<file path="src/rtl/sd_boot_sched_if.sv">
//------------------------------------------------------------------------------
// Module   : sd_boot_sched_if
// Purpose  : Block-read request/response bundle between the boot-load
//            scheduler (master) and the SD block-read engine (slave).
// Signals  : rd_req  - block read request (master -> slave)
//            rd_blk  - SD block number for rd_req
//            rd_dst  - memory byte address for the block
//            rd_ack  - engine accepted the request (slave -> master)
//            rd_done - one-cycle pulse: block written to memory
//            rd_err  - one-cycle pulse: block failed (CRC or timeout)
// Revision : 1.0 - initial release
//------------------------------------------------------------------------------
`timescale 1ns/1ps
`default_nettype none

interface sd_boot_sched_if #(
  parameter int NPHYS = 56
);
  logic             rd_req;
  logic [31:0]      rd_blk;
  logic [NPHYS-1:0] rd_dst;
  logic             rd_ack;
  logic             rd_done;
  logic             rd_err;

  modport master (
    output rd_req,
    output rd_blk,
    output rd_dst,
    input  rd_ack,
    input  rd_done,
    input  rd_err
  );

  modport slave (
    input  rd_req,
    input  rd_blk,
    input  rd_dst,
    output rd_ack,
    output rd_done,
    output rd_err
  );
endinterface

`default_nettype wire

</file>
<file path="src/rtl/sd_boot_sched.sv">
//------------------------------------------------------------------------------
// Module   : sd_boot_sched
// Purpose  : Boot-time block-load sequencer. Holds the CPU cluster in reset,
//            loads the channel 0 then channel 1 boot regions from the SD card
//            contiguously from LOAD_BASE, then releases the cluster reset
//            through a request/acknowledge handshake.
// Ports    : clk, reset        - core clock, synchronous active-high reset
//            boot_en           - boot-load strap, sampled once at latch
//            block_addr_0/1    - first SD block number per channel
//            block_count_0/1   - block count per channel (0 = skip)
//            sd                - block-read bundle (master modport)
//            reset_out         - CPU cluster reset request
//            reset_out_ack     - cluster reset state echo
//            busy, done, fail  - load in progress / finished / failed
// Config   : SD_BOOT_RETRY_EN  - when defined, each block is retried up to
//            MAX_RETRY times after rd_err; otherwise the first error fails.
// Revision : 1.0 - initial release
//------------------------------------------------------------------------------
`timescale 1ns/1ps
`default_nettype none

module sd_boot_sched #(
  parameter int               NPHYS     = 56,
  parameter int               BLK_LOG2  = 9,
  parameter logic [NPHYS-1:0] LOAD_BASE = '0,
  parameter int               MAX_RETRY = 3
) (
  input  logic                   clk,
  input  logic                   reset,
  input  logic                   boot_en,
  input  logic [31:0]            block_addr_0,
  input  logic [31:0]            block_addr_1,
  input  logic [31:0]            block_count_0,
  input  logic [31:0]            block_count_1,
  sd_boot_sched_if.master        sd,
  output logic                   reset_out,
  input  logic                   reset_out_ack,
  output logic                   busy,
  output logic                   done,
  output logic                   fail
);

  typedef enum logic [2:0] {
    S_IDLE    = 3'd0,
    S_SEL     = 3'd1,
    S_REQ     = 3'd2,
    S_WAIT    = 3'd3,
    S_RELEASE = 3'd4,
    S_DONE    = 3'd5,
    S_FAIL    = 3'd6
  } state_t;

  localparam logic [NPHYS-1:0] c_BLK_BYTES = {{(NPHYS-1){1'b0}}, 1'b1} << BLK_LOG2;

`ifdef SD_BOOT_RETRY_EN
  localparam int                   c_RETRY_W   = (MAX_RETRY > 0) ? $clog2(MAX_RETRY + 1) : 1;
  localparam logic [c_RETRY_W-1:0] c_MAX_RETRY = c_RETRY_W'(MAX_RETRY);
  logic [c_RETRY_W-1:0] r_retry;
`endif

  state_t      r_state;
  logic        r_chan;        // channel currently being loaded
  logic [31:0] r_addr0;
  logic [31:0] r_addr1;
  logic [31:0] r_cnt0;        // blocks still to load per channel
  logic [31:0] r_cnt1;
  logic [31:0] w_cur_cnt;

  assign w_cur_cnt = r_chan ? r_cnt1 : r_cnt0;

  always_ff @(posedge clk) begin
    if (reset) begin
      r_state   <= S_IDLE;
      r_chan    <= 1'b0;
      r_addr0   <= '0;
      r_addr1   <= '0;
      r_cnt0    <= '0;
      r_cnt1    <= '0;
      sd.rd_req <= 1'b0;
      sd.rd_blk <= '0;
      sd.rd_dst <= LOAD_BASE;
      reset_out <= 1'b1;
      busy      <= 1'b0;
      done      <= 1'b0;
      fail      <= 1'b0;
`ifdef SD_BOOT_RETRY_EN
      r_retry   <= '0;
`endif
    end else begin
      case (r_state)
        S_IDLE: begin
          // A cleared strap loads nothing but still runs the release sequence.
          r_addr0 <= block_addr_0;
          r_addr1 <= block_addr_1;
          r_cnt0  <= boot_en ? block_count_0 : 32'd0;
          r_cnt1  <= boot_en ? block_count_1 : 32'd0;
          busy    <= 1'b1;
          r_state <= S_SEL;
        end

        S_SEL: begin
          // rd_dst is deliberately not reloaded: channel 1 lands right after
          // channel 0's last block.
          if (r_cnt0 != 32'd0) begin
            r_chan    <= 1'b0;
            sd.rd_blk <= r_addr0;
            sd.rd_req <= 1'b1;
            r_state   <= S_REQ;
          end else if (r_cnt1 != 32'd0) begin
            r_chan    <= 1'b1;
            sd.rd_blk <= r_addr1;
            sd.rd_req <= 1'b1;
            r_state   <= S_REQ;
          end else begin
            busy    <= 1'b0;
            r_state <= S_RELEASE;
          end
        end

        S_REQ: begin
          // rd_blk/rd_dst are only written outside REQ, so they hold here.
          if (sd.rd_ack) begin
            sd.rd_req <= 1'b0;
            r_state   <= S_WAIT;
          end
        end

        S_WAIT: begin
          // Error is tested first so a simultaneous done/err takes the error.
          if (sd.rd_err) begin
`ifdef SD_BOOT_RETRY_EN
            if (r_retry < c_MAX_RETRY) begin
              r_retry   <= r_retry + 1'b1;
              sd.rd_req <= 1'b1;
              r_state   <= S_REQ;
            end else begin
              busy    <= 1'b0;
              fail    <= 1'b1;
              r_state <= S_FAIL;
            end
`else
            busy    <= 1'b0;
            fail    <= 1'b1;
            r_state <= S_FAIL;
`endif
          end else if (sd.rd_done) begin
`ifdef SD_BOOT_RETRY_EN
            r_retry   <= '0;
`endif
            sd.rd_blk <= sd.rd_blk + 32'd1;
            sd.rd_dst <= sd.rd_dst + c_BLK_BYTES;
            if (r_chan) begin
              r_cnt1 <= r_cnt1 - 32'd1;
            end else begin
              r_cnt0 <= r_cnt0 - 32'd1;
            end
            if (w_cur_cnt != 32'd1) begin
              sd.rd_req <= 1'b1;
              r_state   <= S_REQ;
            end else begin
              r_state <= S_SEL;
            end
          end
        end

        S_RELEASE: begin
          reset_out <= 1'b0;
          // Only trust the echo once our own request has actually dropped.
          if (!reset_out && !reset_out_ack) begin
            done    <= 1'b1;
            r_state <= S_DONE;
          end
        end

        S_DONE: begin
          r_state <= S_DONE;
        end

        S_FAIL: begin
          r_state <= S_FAIL;
        end

        default: begin
          r_state <= S_IDLE;
        end
      endcase
    end
  end

endmodule

`default_nettype wire

</file>
<file path="src/flat_wrapper.sv">
// flat-port wrapper written by rule: the top's interface ports become plain ports
module sd_boot_sched_flat 
#(
  parameter int               NPHYS     = 56,
  parameter int               BLK_LOG2  = 9,
  parameter logic [NPHYS-1:0] LOAD_BASE = '0,
  parameter int               MAX_RETRY = 3
)
  (clk, reset, boot_en, block_addr_0, block_addr_1, block_count_0, block_count_1, reset_out, reset_out_ack, busy, done, fail, sd_rd_req, sd_rd_blk, sd_rd_dst, sd_rd_ack, sd_rd_done, sd_rd_err);
  sd_boot_sched_if #(.NPHYS(NPHYS)) sd_i ();
  input  logic clk;
  input  logic reset;
  input  logic boot_en;
  input  logic [31:0] block_addr_0;
  input  logic [31:0] block_addr_1;
  input  logic [31:0] block_count_0;
  input  logic [31:0] block_count_1;
  output logic reset_out;
  input  logic reset_out_ack;
  output logic busy;
  output logic done;
  output logic fail;
  output wire logic [$bits(sd_i.rd_req)-1:0] sd_rd_req;
  output wire logic [$bits(sd_i.rd_blk)-1:0] sd_rd_blk;
  output wire logic [$bits(sd_i.rd_dst)-1:0] sd_rd_dst;
  input wire logic [$bits(sd_i.rd_ack)-1:0] sd_rd_ack;
  input wire logic [$bits(sd_i.rd_done)-1:0] sd_rd_done;
  input wire logic [$bits(sd_i.rd_err)-1:0] sd_rd_err;
  assign sd_rd_req = sd_i.rd_req;
  assign sd_rd_blk = sd_i.rd_blk;
  assign sd_rd_dst = sd_i.rd_dst;
  assign sd_i.rd_ack = sd_rd_ack;
  assign sd_i.rd_done = sd_rd_done;
  assign sd_i.rd_err = sd_rd_err;
  sd_boot_sched #(.NPHYS(NPHYS), .BLK_LOG2(BLK_LOG2), .LOAD_BASE(LOAD_BASE), .MAX_RETRY(MAX_RETRY)) u_core (.clk(clk), .reset(reset), .boot_en(boot_en), .block_addr_0(block_addr_0), .block_addr_1(block_addr_1), .block_count_0(block_count_0), .block_count_1(block_count_1), .sd(sd_i), .reset_out(reset_out), .reset_out_ack(reset_out_ack), .busy(busy), .done(done), .fail(fail));
endmodule
</file>
<file path="config.mk">
export PLATFORM = sky130hd
export DESIGN_NAME = sd_boot_sched_flat
export DESIGN_NICKNAME = d
export VERILOG_FILES = /design/src/rtl/sd_boot_sched_if.sv /design/src/rtl/sd_boot_sched.sv /design/src/flat_wrapper.sv
export SDC_FILE = /design/constraint.sdc
export NUM_CORES = 1
export LEC_CHECK = 0
export CAP_MARGIN = 20
export CORE_MARGIN = 1.5
export CORE_UTILIZATION = 55
export DETAILED_ROUTE_END_ITERATION = 6
export GPL_TIMING_DRIVEN = 0
export PLACE_DENSITY = 0.84
export SYNTH_ARGS = -nofsm -noshare
export SYNTH_HDL_FRONTEND = slang
export SYNTH_SLANG_ARGS = --single-unit
</file>
<file path="constraint.sdc">
create_clock -name clk -period 6.9 [get_ports clk]
set_input_delay 1.725 -clock clk [delete_from_list [all_inputs] [get_ports clk]]
set_output_delay 1.725 -clock clk [all_outputs]
set_load 0.1 [all_outputs]
</file>
# After elaboration in Yosys (flattened, before gate mapping)
# Index checks and enable logic that the tools add are counted.
[word_totals] elab_cells=94 ff_bits=225
[op_classes] add_sub_neg=4 n_mux=36 n_eq_ne=19 bitwise=1 n_reduce_logical=21
[op_table] op="$mux W32" count=13
[op_table] op="$pmux W32 S2" count=3
[op_table] op="$reduce_bool A32 Y1" count=2
[op_table] op="$sub A32 B1 Y32 const B" count=2
[op_table] op="$add A56 B10 Y56 const B" count=1
[op_table] op="$add A32 B1 Y32 const B" count=1
[op_table] op="$ne A32 B1 Y1 const B" count=1
[op_table] op="$pmux W3 S7" count=1
[op_table] op="$mux W3" count=6
[op_table] op="$reduce_and A4 Y1" count=4
[op_table] op="$ne A2 B2 Y1 const B" count=7
[op_table] op="$mux W1" count=10
[op_table] op="$eq A3 B3 Y1 const B" count=3
[op_table] op="$eq A3 B2 Y1 const B" count=2
[op_table] op="$ne A2 B1 Y1 const B" count=3
[op_table] op="$pmux W1 S3" count=2
[op_table] op="$reduce_and A2 Y1" count=3
[op_table] op="$reduce_and A3 Y1" count=2
[op_table] op="$reduce_and A6 Y1" count=1
[op_table] op="$reduce_bool A2 Y1" count=3
[op_table] op="$reduce_bool A3 Y1" count=2
[op_table] op="$eq A3 B1 Y1 const B" count=1
[op_table] op="$logic_not A3 Y1" count=1
[op_table] op="$ne A3 B1 Y1 const B" count=1
[op_table] op="5 further kinds" count=6

# Depth between registers and ports, before layout
# Gate-level depths: netlist (run 1).
[logic_depth] word_depth=6 ltp_mapped=10 ltp_nobuf=8

# Worst setup path after synthesis (run 1)
# OpenSTA, ideal clock, no wires.
[synth_path] path_kind="input to register" from="input port sd_rd_err" to="register u_core.sd.rd_dst[36]" t_arrival_ps=3502 stages=8 t_required_ps=6833 n_path_buf=2 setup_slack_ps=3331 path_cell_list="nand3b_1 -> or3_1 -> clkbuf_1 -> nor4_1 -> clkbuf_1 -> nand4_1 -> xor2_1 -> nor2_1"
[synth_via] elab_chain_len=2
[synth_lines] element="start, declared" line_no="flat_wrapper.sv:28" text="input wire logic [$bits(sd_i.rd_err)-1:0] sd_rd_err;"
[synth_lines] element="$not A1 Y1 (no source line)"
[synth_lines] element="$reduce_and A3 Y1 (no source line)"
[synth_lines] element="end signal, assigned" line_no="sd_boot_sched.sv:151" text="sd.rd_dst <= sd.rd_dst + c_BLK_BYTES;"
[synth_lines] element="end, declared" line_no="sd_boot_sched_if.sv:29" text="output rd_dst,"
# No other way between the ends.
# A chain may end at the register's enable or synchronous reset.

# Worst setup path in the final report (run 1)
[layout_path] from="input port sd_rd_err" to="register u_core.sd.rd_dst[42]"
# The elaborated chain is that of the path after synthesis.

==> results.py, run 1 <==
metrics = {
    "synth": {
        "synthCells": 1474,
        "synth_common_cells": "nand2_1, dfxtp_1, a21oi_1",
        "yosysTopAreaCell": "dfxtp_1",
        "async_flop_share": 0,
        "synth_edf_count": 0,
        "syn_area_um2": 11200,
        "synth-seq-cells": 216,
        "yosys_warnings": 0,
        "synth_top_flop_cell": "dfxtp_1",
        "yosys.area.top_type_share": 0.386,
        "ys_seq_area_frac": 0.386,
        "synth_area_per_cell_um2": 7.59,
        "synthTopCellsByArea": "dfxtp_1, a21oi_1, nand2_1",
        "yosysMostFrequentCell": "nand2_1",
        "synth.distinct_cells": 67,
    },
    "critical_path": {
        "critPathBufInv": 3,
        "r2r_setup_slack_ns": 3.27,
        "r2r_cells": 7,
        "end_kind": "register",
        "critical_path_class": "input port to register",
        "cp.depth": 9,
        "cp-start-kind": "input port",
        "crit_fanout": 10,
        "path_cells": "clkdlybuf4s50_1 -> nand3b_1 -> or3_1 -> clkbuf_1 -> nor4_1 -> clkbuf_1 -> nand4_1 -> xnor2_1 -> nor2_1",
        "crit_family": "simple AND/OR/NAND/NOR gates",
        "critical-path-slowest-cell": "nor4_1",
        "path_common_cell": "clkbuf_1",
        "critPathLaunch": "sd_rd_err",
        "max_stage_delay_ns": 0.61,
        "worstPathRequired_ns": 7.30,
        "rr_startpoint": "u_core.r_state[1]$_SDFFE_PP0P_",
        "arrival_ns": 4.54,
    },
    "sta": {
        "tns_ns": 0,
        "fin_skew_ns": 0.0103,
        "hold_violations": 0,
        "setup_viol": 0,
        "slew_headroom": 0.290,
        "worst_slew_pin_slew_ns": 1.06,
        "slew_violations": 0,
        "period_share": 0.600,
        "rsz0062_at_grt": "no",
        "max_freq_ghz": 0.242,
        "period_needed_ns": 4.14,
    },
    "clocking": {
        "cts_root_buffer": "clkbuf_16",
        "clkLatencyLatePin_ns": 0.53,
        "cts.sinks": 216,
        "cts_resized": 0,
        "clk_path_buf_depth": 3,
        "clk_pin_slew_ns": 0.06,
        "tritoncts": "done",
        "cts_setup_buffers": 0,
        "holdBufCountCts": 0,
        "cts-buffers-inserted": 23,
        "htreeDepth": 1,
    },
    "grt": {
        "grt-ovfl-total": 0,
        "antenna_found_initial": 1,
        "grt_pass1_vias": 12000,
        "grt_max_degree": 15,
        "grt_first_pass_wirelength_um": 65000,
        "grt_use_total": 0.381,
    },
    "die": {
        "die_area_um2": 21200,
        "die_x_um": 146,
        "initial_core_util": 0.567,
        "io_pins": 228,
        "coreArea_um2": 19700,
        "fp.dieH_um": 146,
        "num_rows": 51,
    },
    "route": {
        "vias_per_cell": 6.37,
        "drt_pass1_iterations": 7,
        "drtIter0Drc": 1782,
        "vias": 12800,
        "post-route-drc-count": 0,
        "postRouteAntennaNets": 0,
        "routedWlPerCell_um": 20.9,
        "routed_wl_um": 41900,
    },
    "worst_hold_path": {
        "hp-start": "u_core.r_addr1[9]$_SDFFE_PP0N_",
        "min_path_type": "register to register",
        "holdPathStages": 2,
    },
    "placement": {
        "dpl_cell_area_um2": 13700,
        "routabilityCongestion": 0.968,
        "dp_cells": 1966,
        "dp_hpwl_um": 29700,
        "io_buffer_count": 218,
    },
    "final_layout": {
        "final_util": 0.737,
        "nNetsFinal": 1867,
        "drive_gt1_frac": 0.0550,
        "syn2layout_area_growth_pct": 29.9,
        "nFillCells": 1559,
        "final_area_um2": 14500,
        "fin_cells": 2010,
    },
    "pwr": {
        "p_leak_nw": 5.15,
        "powerDensity_nw_per_um2": 297,
        "power_w": 0.00431,
        "vdd_drop_max_mv": 0.241,
    },
    "flow_run": {
        "drv_cap": 0,
    },
    "outcome": {
        "status": "completed",
    },
}
-- power by group --
part | switching (W) | internal [W] | leakage [nW]
clock network | 0.000536 | 0.000773 | 0.384
logic | 0.00101 | 0.000478 | 3.00
registers | 0.000133 | 0.00138 | 1.76
total | 0.00168 | 0.00263 | 5.15
-- per-layer routing --
metal	wire length, µm	GRT usage
met1	16200	0.496
met2	18300	0.595
met3	5070	0.0796
met4	2350	0.205
met5	0	0
-- cell type report --
type	count	area (µm²)	share of cell area
diodes	1	2.50	0.000172
plain buffers	115	509	0.0350
clock buffers	31	646	0.0444
clock inverters	11	146	0.0101
inverters	24	90.1	0.00620
multi-input cells	1127	6290	0.433
flip-flops and latches	216	4320	0.297
well taps	265	332	0.0228
repair buffers	220	2190	0.151
-- cell families (layout without fill, tap and decap cells) --
| kind of cell | Yosys count | in the layout | synth area share |
|---|---|---|---|
| AO/OA/AOI/OAI | 441 | 441 | 0.240 |
| XOR/XNOR | 42 | 42 | 0.0329 |
| adder cells (fa/ha/maj) | 5 | 5 | 0.00559 |
| buffers and inverters | 139 | 401 | 0.0536 |
| flip-flops | 216 | 216 | 0.386 |
| multiplexers | 30 | 30 | 0.0294 |
| other | 1 | 10 | 0.000335 |
| AND/OR/NAND/NOR | 600 | 600 | 0.252 |
-- flip-flops by register name (all words and copies together) (netlist names) --
| name | flops |
|---|---|
| u_core.sd.rd_dst | 47 |
| u_core.r_addr0 | 32 |
| u_core.r_addr1 | 32 |
| u_core.r_cnt0 | 32 |
| u_core.r_cnt1 | 32 |
| u_core.sd.rd_blk | 32 |
| u_core.r_state | 3 |
| u_core.busy | 1 |
| u_core.done | 1 |
| u_core.fail | 1 |
| u_core.r_chan | 1 |
| u_core.reset_out | 1 |
| u_core.sd.rd_req | 1 |
-- worst register-to-register path: cells and delay by family (launching register included) --
family	cells	cell delay [ns]
buffers and inverters	2	0.79
AND/OR/NAND/NOR	3	1.49
AO/OA/AOI/OAI	2	0.89
flip-flops	1	0.33
-- stage by stage --
step	hold WS [ns]	setup WS, ns
5_1_grt	0.465	2.55
3_5_place_dp	0.443	2.26
3_3_place_gp	0.439	2.32
4_1_cts	0.453	2.79
6_report	0.454	2.76
2_1_floorplan	0.432	3.33
-- cells in the final DEF, fill, tap and decap left out, types with 6 or more instances in the layout --
cell type | synthesis | final
nor2_1 | 138 | 138
and2_1 | 12 | 12
a21oi_1 | 176 | 176
and3_1 | 19 | 19
a211oi_1 | 6 | 6
xnor2_1 | 11 | 11
mux2i_1 | 7 | 7
or4_1 | 10 | 10
o21ai_0 | 108 | 108
o22ai_1 | 7 | 7
nand3_1 | 46 | 46
nor4_1 | 22 | 22
clkbuf_1 | 94 | 98
a21o_1 | 6 | 6
clkdlybuf4s50_1 | 0 | 218
or3_1 | 18 | 18
nor3_1 | 34 | 34
mux2_2 | 23 | 23
nand4_1 | 30 | 30
conb_1 | 1 | 9
clkbuf_16 | 0 | 23
o211ai_1 | 19 | 19
xor2_1 | 31 | 31
a22o_1 | 10 | 10
inv_1 | 24 | 24
o31ai_1 | 17 | 17
and4_1 | 8 | 8
a31oi_1 | 14 | 14
a22oi_1 | 20 | 20
buf_4 | 11 | 11
a32o_1 | 7 | 7
dfxtp_1 | 216 | 216
nand2_1 | 232 | 232
o21a_1 | 6 | 6
-- worst paths after layout --
check / to
hold reg to reg: u_core.r_addr1[9]$_SDFFE_PP0N_
setup reg to reg: u_core.r_cnt1[9]$_SDFFE_PP0P_
hold / removal: u_core.r_addr1[9]$_SDFFE_PP0N_
setup / recovery: u_core.sd.rd_dst[42]$_SDFFE_PP0P_
No activity file was read; power rests on OpenSTA's default activity.
==> run 2: changes to the inputs <==
--- a/config.mk
+++ b/config.mk
@@ -7,10 +7,10 @@
 export LEC_CHECK = 0
 export CAP_MARGIN = 20
 export CORE_MARGIN = 1.5
-export CORE_UTILIZATION = 55
+export CORE_UTILIZATION = 47
 export DETAILED_ROUTE_END_ITERATION = 6
 export GPL_TIMING_DRIVEN = 0
-export PLACE_DENSITY = 0.84
+export PLACE_DENSITY = 0.76
 export SYNTH_ARGS = -nofsm -noshare
 export SYNTH_HDL_FRONTEND = slang
 export SYNTH_SLANG_ARGS = --single-unit
==> constraint.sdc (replaced) <==
create_clock -name clk -period 3.8 [get_ports clk]
set_input_delay 0.95 -clock clk [delete_from_list [all_inputs] [get_ports clk]]
set_output_delay 0.95 -clock clk [all_outputs]
set_load 0.1 [all_outputs]
==> results.py, run 2 (synthesis results as in run 1) <==
metrics = {
    "clocking": {
        "holdBufCountCts": 0,
        "cts_resized": 0,
        "clk_path_buf_depth": 3,
        "cts-buffers-inserted": 24,
        "clkLatencyLatePin_ns": 0.54,
        "cts_root_buffer": "clkbuf_16",
        "cts_setup_buffers": 0,
        "cts.sinks": 216,
        "clk_pin_slew_ns": 0.06,
        "htreeDepth": 1,
        "tritoncts": "done",
    },
    "pwr": {
        "seqPwrFrac": 0.358,
        "comb_power_share": 0.351,
        "p_leak_nw": 5.13,
        "p_clk_frac": 0.291,
        "internal_power_w": 0.00464,
        "powerDensity_nw_per_um2": 527,
        "vdd_drop_max_mv": 0.412,
        "switching_share": 0.395,
        "power_w": 0.00767,
        "netSwitchingPower_w": 0.00303,
    },
    "flow_run": {
        "drv_cap": 0,
    },
    "critical_path": {
        "crit_fanout": 10,
        "critical_path_class": "register to register",
        "worstPathRequired_ns": 4.20,
        "arrival_ns": 3.97,
        "timing.rr.end": "u_core.sd.rd_blk[14]$_SDFFE_PP0P_",
        "r2r_setup_slack_ns": 0.23,
        "crit_end": "u_core.sd.rd_blk[14]$_SDFFE_PP0P_",
        "rr_startpoint": "u_core.r_cnt0[12]$_SDFFE_PP0P_",
        "cp-start-kind": "register",
        "r2r_cells": 7,
        "end_kind": "register",
        "critPathLaunch": "u_core.r_cnt0[12]$_SDFFE_PP0P_",
    },
    "final_layout": {
        "nNetsFinal": 1868,
        "fin_cells": 2061,
        "layout_commonest_cell": "nand2_1",
        "syn2layout_area_growth_pct": 30.1,
        "largest_reg_flops": 47,
        "drive_gt1_frac": 0.0545,
        "mostFrequentLayoutCells": "nand2_1, clkdlybuf4s50_1, dfxtp_1, a21oi_1, nor2_1",
        "regMostFlops": "u_core.sd.rd_dst",
        "diodes": 0,
    },
    "die": {
        "num_rows": 56,
        "io_pins": 228,
        "initial_core_util": 0.478,
        "die_x_um": 157,
        "die_area_um2": 24700,
        "fp.dieH_um": 157,
        "coreArea_um2": 23400,
    },
    "sta": {
        "max_freq_ghz": 0.280,
        "hold_violations": 0,
        "slew_violations": 0,
        "rsz0062_at_grt": "no",
        "fin_skew_ns": 0.0224,
        "period_share": 0.938,
        "holdWs_ns": 0.453,
        "setup_viol": 0,
        "slew_headroom": 0.174,
        "period_needed_ns": 3.57,
        "worst_slew_pin_slew_ns": 1.23,
    },
    "grt": {
        "grt_use_total": 0.330,
        "grt-ovfl-total": 0,
        "use_met2": 0.523,
        "grt_first_pass_wirelength_um": 63700,
        "use_met3": 0.0735,
        "antenna_found_initial": 0,
        "grt_max_degree": 14,
        "met1_usage": 0.435,
        "grt-busiest-layer": "met2",
        "grt_pass1_vias": 11600,
    },
    "route": {
        "post-route-drc-count": 3,
        "vias": 12500,
        "drtIter0Drc": 1465,
        "postRouteAntennaNets": 0,
        "drt_pass1_iterations": 7,
        "routed_wl_um": 41600,
        "routedWlPerCell_um": 20.2,
        "vias_per_cell": 6.07,
    },
    "placement": {
        "dp_cells": 2020,
        "dp_hpwl_um": 29800,
        "routabilityCongestion": 0.962,
        "io_buffer_count": 218,
    },
    "outcome": {
        "status": "finished with violations",
        "failed_checks": "design-rule violations",
    },
    "worst_hold_path": {
        "min_path_type": "register to register",
    },
}
run 2: per-layer routing:
metal,part of all wire,routed length (µm)
met4,0.045,1880
met1,0.40,16600
met3,0.12,4980
met5,0,0
met2,0.44,18100
run 2: critical path, stage by stage, from the launching register on:
cell,delay (ns)
dfxtp_1,0.36
nor3_1,1.00
nand4b_1,0.24
nor3_1,0.59
clkbuf_1,0.57
mux2_2,0.42
o211ai_1,0.16
a21oi_1,0.09
run 2: cell type report:
type	instances	area, µm²
flip-flops and latches	216	4320
inverters	24	90.1
plain buffers	115	509
multi-input cells	1127	6300
clock inverters	6	50.0
well taps	319	399
clock buffers	34	688
repair buffers	220	2190
fillers	2125	8840
run 2: power by group through the flow:
stage | combinational [W] | clock, W | sequential (W)
3_3_place_gp | 0.00258 | 0 | 0.00277
3_5_place_dp | 0.00261 | 0 | 0.00278
5_1_grt | 0.00288 | 0.00232 | 0.00277
6_report | 0.00269 | 0.00223 | 0.00274
4_1_cts | 0.00262 | 0.00224 | 0.00273
2_1_floorplan | 0.00152 | 0 | 0.00298
run 2: per-stage QoR:
step	util	area, µm²	worst slack [ns]	TNS (ns)
2_1_floorplan	-	11200	0.590	0
3_3_place_gp	0.590	13800	-0.0255	-0.0719
3_5_place_dp	0.590	13800	-0.0395	-0.138
4_1_cts	0.622	14600	0.366	0
5_1_grt	0.622	14600	0.0605	0
6_report	0.622	14600	0.235	0
run 2: worst min path at each step:
stage,startpoint,endpoint,cells past startpoint
floorplan,u_core.r_addr1[28]$_SDFFE_PP0N_,u_core.r_addr1[28]$_SDFFE_PP0N_,2
global placement,u_core.r_addr1[14]$_SDFFE_PP0N_,u_core.r_addr1[14]$_SDFFE_PP0N_,2
detailed placement,u_core.r_addr1[7]$_SDFFE_PP0N_,u_core.r_addr1[7]$_SDFFE_PP0N_,2
CTS,u_core.r_addr1[7]$_SDFFE_PP0N_,u_core.r_addr1[7]$_SDFFE_PP0N_,2
global route,u_core.r_addr0[12]$_SDFFE_PP0N_,u_core.r_addr0[12]$_SDFFE_PP0N_,2
finish,u_core.r_addr1[4]$_SDFFE_PP0N_,u_core.r_addr1[4]$_SDFFE_PP0N_,2
